## src/rtl/vcbn_mod_cnt_if.sv

```systemverilog
// Bus bundle for the modulo up/down counter: control and load data in,
// count, terminal-count, cascade enable and sticky overflow out.
interface vcbn_mod_cnt_if #(
    parameter int unsigned WIDTH = 8
);
    logic             ce;
    logic             up;
    logic             L;
    logic [WIDTH-1:0] di;
    logic [WIDTH-1:0] Q;
    logic             TC;
    logic             CEO;
    logic             OVF;

    modport master (
        output ce, up, L, di,
        input  Q, TC, CEO, OVF
    );

    modport slave (
        input  ce, up, L, di,
        output Q, TC, CEO, OVF
    );
endinterface

```

## src/rtl/vcbn_mod_cnt.sv

```systemverilog
// Modulo-(MAXV+1) up/down counter with parallel load, wrap or saturate at
// the boundaries, terminal-count and cascade-enable outputs, and a sticky
// boundary-crossing flag.
module vcbn_mod_cnt #(
    parameter int unsigned      WIDTH = 8,
    parameter logic [WIDTH-1:0] MAXV  = '1,
    parameter bit               SAT   = 1'b0
) (
    input logic           clk,
    input logic           clr,
    vcbn_mod_cnt_if.slave bus
);

    logic [WIDTH-1:0] q;
    logic [WIDTH-1:0] q_d;
    logic             ovf;
    logic             ovf_d;
    logic             at_max;
    logic             at_zero;
    logic             tc;

    assign at_max  = (q == MAXV);
    assign at_zero = (q == '0);

    // Next count: load (clamped to MAXV) beats count; boundaries use explicit compares.
    always_comb begin
        q_d   = q;
        ovf_d = ovf;
        if (bus.L) begin
            q_d = (bus.di > MAXV) ? MAXV : bus.di;
        end else if (bus.ce) begin
            if (bus.up) begin
                if (at_max) begin
                    ovf_d = 1'b1;
                    q_d   = SAT ? MAXV : '0;
                end else begin
                    q_d = q + WIDTH'(1);
                end
            end else begin
                if (at_zero) begin
                    ovf_d = 1'b1;
                    q_d   = SAT ? '0 : MAXV;
                end else begin
                    q_d = q - WIDTH'(1);
                end
            end
        end
    end

    // State register; clr overrides load and count on the same edge.
    always_ff @(posedge clk) begin
        if (clr) begin
            q   <= '0;
            ovf <= 1'b0;
        end else begin
            q   <= q_d;
            ovf <= ovf_d;
        end
    end

    // Terminal count tracks direction; cascade only fires on a real boundary step.
    always_comb begin
        tc      = bus.up ? at_max : at_zero;
        bus.TC  = tc;
        bus.CEO = bus.ce & tc & ~bus.L & ~clr;
        bus.Q   = q;
        bus.OVF = ovf;
    end

endmodule

```

## src/flat_wrapper.sv

```systemverilog
// flat-port wrapper written by rule: the top's interface ports become plain ports
module vcbn_mod_cnt_flat 
#(
    parameter int unsigned      WIDTH = 8,
    parameter logic [WIDTH-1:0] MAXV  = '1,
    parameter bit               SAT   = 1'b0
)
  (clk, clr, bus_ce, bus_up, bus_L, bus_di, bus_Q, bus_TC, bus_CEO, bus_OVF);
  vcbn_mod_cnt_if #(.WIDTH(WIDTH)) bus_i ();
  input logic clk;
  input logic clr;
  input wire logic [$bits(bus_i.ce)-1:0] bus_ce;
  input wire logic [$bits(bus_i.up)-1:0] bus_up;
  input wire logic [$bits(bus_i.L)-1:0] bus_L;
  input wire logic [$bits(bus_i.di)-1:0] bus_di;
  output wire logic [$bits(bus_i.Q)-1:0] bus_Q;
  output wire logic [$bits(bus_i.TC)-1:0] bus_TC;
  output wire logic [$bits(bus_i.CEO)-1:0] bus_CEO;
  output wire logic [$bits(bus_i.OVF)-1:0] bus_OVF;
  assign bus_i.ce = bus_ce;
  assign bus_i.up = bus_up;
  assign bus_i.L = bus_L;
  assign bus_i.di = bus_di;
  assign bus_Q = bus_i.Q;
  assign bus_TC = bus_i.TC;
  assign bus_CEO = bus_i.CEO;
  assign bus_OVF = bus_i.OVF;
  vcbn_mod_cnt #(.WIDTH(WIDTH), .MAXV(MAXV), .SAT(SAT)) u_core (.clk(clk), .clr(clr), .bus(bus_i));
endmodule
```

## config.mk

```make
export PLATFORM = sky130hd
export DESIGN_NAME = vcbn_mod_cnt_flat
export DESIGN_NICKNAME = d
export VERILOG_FILES = /design/src/rtl/vcbn_mod_cnt_if.sv /design/src/rtl/vcbn_mod_cnt.sv /design/src/flat_wrapper.sv
export SDC_FILE = /design/constraint.sdc
export NUM_CORES = 1
export LEC_CHECK = 0
export BUFFER_PORTS_ARGS = -buffer_cell sky130_fd_sc_hd__buf_2
export CAP_MARGIN = 20
export CORE_ASPECT_RATIO = 0.7
export CORE_MARGIN = 3
export CORE_UTILIZATION = 46
export DETAILED_ROUTE_END_ITERATION = 7
export GPL_TIMING_DRIVEN = 0
export PLACE_DENSITY = 0.85
export SYNTH_ARGS = -nofsm -noshare
export SYNTH_HDL_FRONTEND = slang
export SYNTH_SLANG_ARGS = --single-unit
```

## constraint.sdc

```tcl
create_clock -name clk -period 1.7 [get_ports clk]
set_input_delay 0.17 -clock clk [delete_from_list [all_inputs] [get_ports clk]]
set_output_delay 0.17 -clock clk [all_outputs]
set_load 0.02 [all_outputs]
```

### After elaboration in Yosys (flattened, before gate mapping)

Cells that the tools add are included.

* register bits: 9
* input port bits: 13
* bits in read-only memories: 0
* word-level logic and storage cells: 26
* memories kept: 0
* memory bits (writable): 0
* latch bits: 0

* multipliers: 0
* bitwise gates (word level): 5
* equality and inequality tests: 2
* multiplexer cells: 10
* reduce and logical (&&, ||, !) cells: 4
* shift-type cells: 0
* divide/modulo/power cells: 0
* order comparisons: 1
* add/sub/neg operators: 2

Operators by type and width (count)
* $mux 8: 6
* $add 8x1->8 const B: 1
* $eq 8x8->1 const B: 1
* $gt 8x8->1 const B: 1
* $logic_not 8->1: 1
* $sub 8x1->8 const B: 1
* $mux 1: 4
* $reduce_and 4->1: 1
* $reduce_bool 2->1: 2
* $and 1x1->1: 3
* $ne 2x1->1 const B: 1
* $not 1->1: 2

### Depth between registers and ports, before layout

* depth in word-level cells: 5
* depth in mapped cells: 7
* gate-level depth less buffers: 6

### Least setup slack after synthesis

No wires, ideal clock.

* path type: reg2out
* start: reg u_core.q[0] (netlist: u_core.bus.Q[0])
* end: out bus_CEO
* cell stages (with the launch flop): 8
* required time: 1530 ps
* path slack: -239 ps
* arrival: 1769 ps
* buffers on the path: 1
* cells stage by stage: dfxtp_1 inv_1 ha_1 or4b_1 buf_2 nor3_2 o21ai_1 nor2_1

* cells in the longest elaborated chain, start to end: 5
* elaborated cells on any way between the ends: 6

Ends and longest elaborated chain
* start, declared: line vcbn_mod_cnt.sv:14 `logic [WIDTH-1:0] q;`
* start signal, assigned: line vcbn_mod_cnt.sv:56 `q <= q_d;`
* $eq 8x8->1 / $logic_not 8->1 (equally long branches): line vcbn_mod_cnt.sv:22, vcbn_mod_cnt.sv:23
* $mux 1 (*): line vcbn_mod_cnt.sv:63 `tc = bus.up ? at_max : at_zero;`
* $and 1x1->1 (*) (3 in series): line vcbn_mod_cnt.sv:65 `bus.CEO = bus.ce & tc & ~bus.L & ~clr;`
* end, declared: line flat_wrapper.sv:18 `output wire logic [$bits(bus_i.CEO)-1:0] bus_CEO;`

Mark *: on every way between the ends. The rest lies on a longest branch, timed or not.

### Final worst setup path

Same ends and word-level chain as after synthesis.

==> implementation parameters <==
Parameter                              Value

Timing
  Rel. slew slack ... 0.614
  Final setup vio count ... 8
  RSZ-0062 raised after global routing ... yes
  Number of max-slew violations in the final report ... 0
  Worst clock skew ... 0.00798 ns
  Final Hold Violating Endpoints ... 0
  Share of the clock period used by the worst path ... 1.15
  Final critical delay including setup and external delays ... 1.96 ns
  Post-route worst setup slack ... -0.259 ns
  Maximum achievable frequency ... 510 MHz
  Slew @ Worst Pin ... 0.579 ns

Critical path
  Start-to-end type of the worst setup path ... flop to primary output
  CP arrival ... 1.79 ns
  Required time at the endpoint of the critical path ... 1.53 ns
  Largest fanout on the critical path ... 3
  Endpoint class of the critical path ... primary output
  Worst setup SP type ... flop

Final layout
  Area growth from synthesis to layout ... 36.4%
  Most frequent cells in the layout ... buf_2 (23), buf_4 (11), a21oi_1 (7), inv_1 (6)
  NumNets Final ... 164
  Fraction of layout cells with a size suffix above 1 ... 0.442
  Commonest non-fill, non-tap cell in the layout ... buf_2
  Final cell count without fillers ... 168
  Diodes inserted ... 0
  Count of fill cells added during filler insertion ... 155

Global routing
  First-pass GRT wire length ... 4.66 mm
  GR Util All Layers ... 0.246
  Total overflow reported by the global router ... 0
  Via count of the first global-routing pass ... 1020
  Largest net degree at the start of global routing ... 11
  Number of antenna violations at the first check in global routing ... 0

Status
  Violated checks ... negative setup slack
  Outcome ... finished with violations

Synth
  Gate Count Post-Synth ... 114
  Number of nets in the synthesized netlist ... 130
  Share of the synthesized area in the top cell type ... 0.205
  Fraction of registers with async set/reset ... 0
  Sequential area share after synthesis ... 0.205
  Mapped Area ... 877 um^2
  Main flop type after synthesis ... dfxtp_1
  Leading area contributor after synthesis ... dfxtp_1
  Number of synthesized register bits ... 9
  Post-Synthesis Mean Instance Area ... 7.69 um^2
  Ranking of synthesized cells by area ... dfxtp_1 (21%), ha_1 (4.3%), nor3b_1 (4.3%), a21oi_1 (4.0%), xnor2_1 (4.0%)
  Total of warnings raised by yosys ... 0
  Number of enable flip-flop cells after synthesis ... 0
  Distinct cell type count after synthesis ... 47

Clock tree
  Number of H-tree levels ... 1
  Hold buffer count at cts ... 0
  Deepest clock path buffer count ... 2
  Number of clock buffers inserted by TritonCTS ... 3
  Clock tree from TritonCTS ... done
  Clock edge transition at the registers on the reported setup and hold paths ... 0.07 ns
  # clock sinks ... 9
  Skew-Pair Late Insertion Delay ... 0.28 ns
  Clock Root Buffer ... clkbuf_4

Drt
  Number of iterations in the first detailed-routing pass ... 4
  Number of nets with antenna violations after routing ... 0
  Via count of the routed design ... 1089
  Drt initial violations ... 55
  DRC violations left ... 0
  WL/cell ... 18.1 um
  Total wire length ... 3.04 mm
  Average via count per standard cell ... 6.48

Placed design
  Instance count after placement with tap cells included ... 157
  I/O Buffers ... 22
  Placer congestion estimate ... 0.806
  Half-perimeter wire length of the detailed placement result ... 1.87 mm

Floorplanning
  Starting Density ... 0.522
  Overall die height ... 42.5 um
  Die outline area ... 2480 um^2
  Die outline width ... 58.2 um
  Placement Rows ... 12
  I/O pin total ... 24
  Core ar. ... 1680 um^2

Power
  P_sw ... 311 uW
  Sequential share of power ... 0.320
  Worst voltage drop across the vdd grid ... 602 uV
  Power, Total ... 780 uW
  Share of power burned in the clock network ... 0.237
  Logic gate share of total power ... 0.443
  Total power per unit cell area ... 652 nW/um^2
  Cell internal power dissipation ... 468 uW
  Net switching fraction of the power ... 0.399
  Static power due to leakage ... 0.000474 uW

Hold path
  Worst hold path type ... primary input to flop

Run
  Number of max-capacitance violations reported ... 0
[per-layer routing]
layer / routed length, um / up-vias / track usage
li1: - / 487 / -
met1: 1180 / 514 / 0.302
met2: 1440 / 70 / 0.396
met3: 288 / 18 / 0.0738
met4: 121 / 0 / 0.102
met5: 0 / - / 0
[worst paths after layout]
kind / start / end / slack, ns / cells after the start
worst max-delay path: u_core.bus.Q[0] / bus_CEO / -0.26 / 7
worst min-delay path: clr / u_core.bus.Q[6] / 0.09 / 2
worst max register to register: u_core.bus.Q[0] / u_core.bus.Q[6] / -0.14 / 7
worst min register to register: u_core.bus.OVF / u_core.bus.OVF / 0.49 / 2
[registers in the layout (all words and copies together) (netlist names)]
name,count
u_core.bus.OVF,1
u_core.bus.Q,8
[critical path: stages (launching register included)]
cell,delay (ns)
dfxtp_4,0.36
inv_4,0.06
ha_4,0.10
or4b_4,0.48
nor3_4,0.19
o21ai_2,0.09
nor2_2,0.10
buf_6,0.12
[cells by family (layout without fill, tap and decap cells)]
logic type	count (synthesis)	after routing	synth area share
and+or+nand+nor	39	39	0.277
buffers and inverters	18	51	0.0956
DFF	9	9	0.205
muxes	1	1	0.0114
adders and majority gates	3	3	0.0428
AOI/OAI and AO/OA	38	38	0.308
xor gates and xnor gates	6	6	0.0599
[repair_timing]
action,in CTS,in global routing
pin swaps,9,3
gates resized for setup,17,5
setup endpoints to repair,8,10
buffers inserted,6,3
[power by group through the flow]
stage	registers (uW)	clock network, uW	logic (uW)
6_report	250	185	345
5_1_grt	252	198	374
4_1_cts	248	182	327
3_5_place_dp	257	0	273
3_3_place_gp	255	0	261
2_1_floorplan	271	0	184
[area by class of cell]
type / count / area, um^2 / area share
Multi-Input combinational cell: 87 / 686 / 0.573
Sequential cell: 9 / 191 / 0.160
Timing Repair Buffer: 31 / 186 / 0.156
Buffer: 8 / 45.0 / 0.0377
Inverter: 8 / 35.0 / 0.0293
Clock buffer: 4 / 26.3 / 0.0220
Tap cell: 21 / 26.3 / 0.0220
[metrics by stage]
stage / setup WS (ns) / utilization / TNS [ns] / instance area, um^2 / hold WS, ns
after detailed placement: -0.207 / 0.612 / -0.554 / 1030 / 0.403
after global routing: -0.324 / 0.711 / -1.52 / 1200 / 0.0948
after global placement: -0.168 / 0.612 / -0.248 / 1030 / 0.400
final: -0.259 / 0.711 / -0.949 / 1200 / 0.0890
after floorplan: -0.0751 / - / -0.0751 / 892 / 0.272
after CTS: -0.407 / 0.693 / -1.36 / 1170 / 0.0950
[synthesized netlist by cell type (2+ instances only)]
cell type / count
a21boi_1: 2
a21o_1: 2
a21oi_1: 7
a31oi_1: 3
buf_2: 4
clkbuf_1: 3
dfxtp_1: 9
ha_1: 3
inv_1: 8
nand2_1: 3
nand2b_1: 3
nand3_1: 4
nor2_1: 4
nor2b_1: 4
nor3_1: 5
nor3b_1: 5
o21a_1: 2
o21ai_0: 4
o21ai_1: 4
o221ai_1: 2
or3_1: 2
or4_1: 2
xnor2_1: 4
xor2_1: 2
No activity file was read; power rests on OpenSTA's default activity.
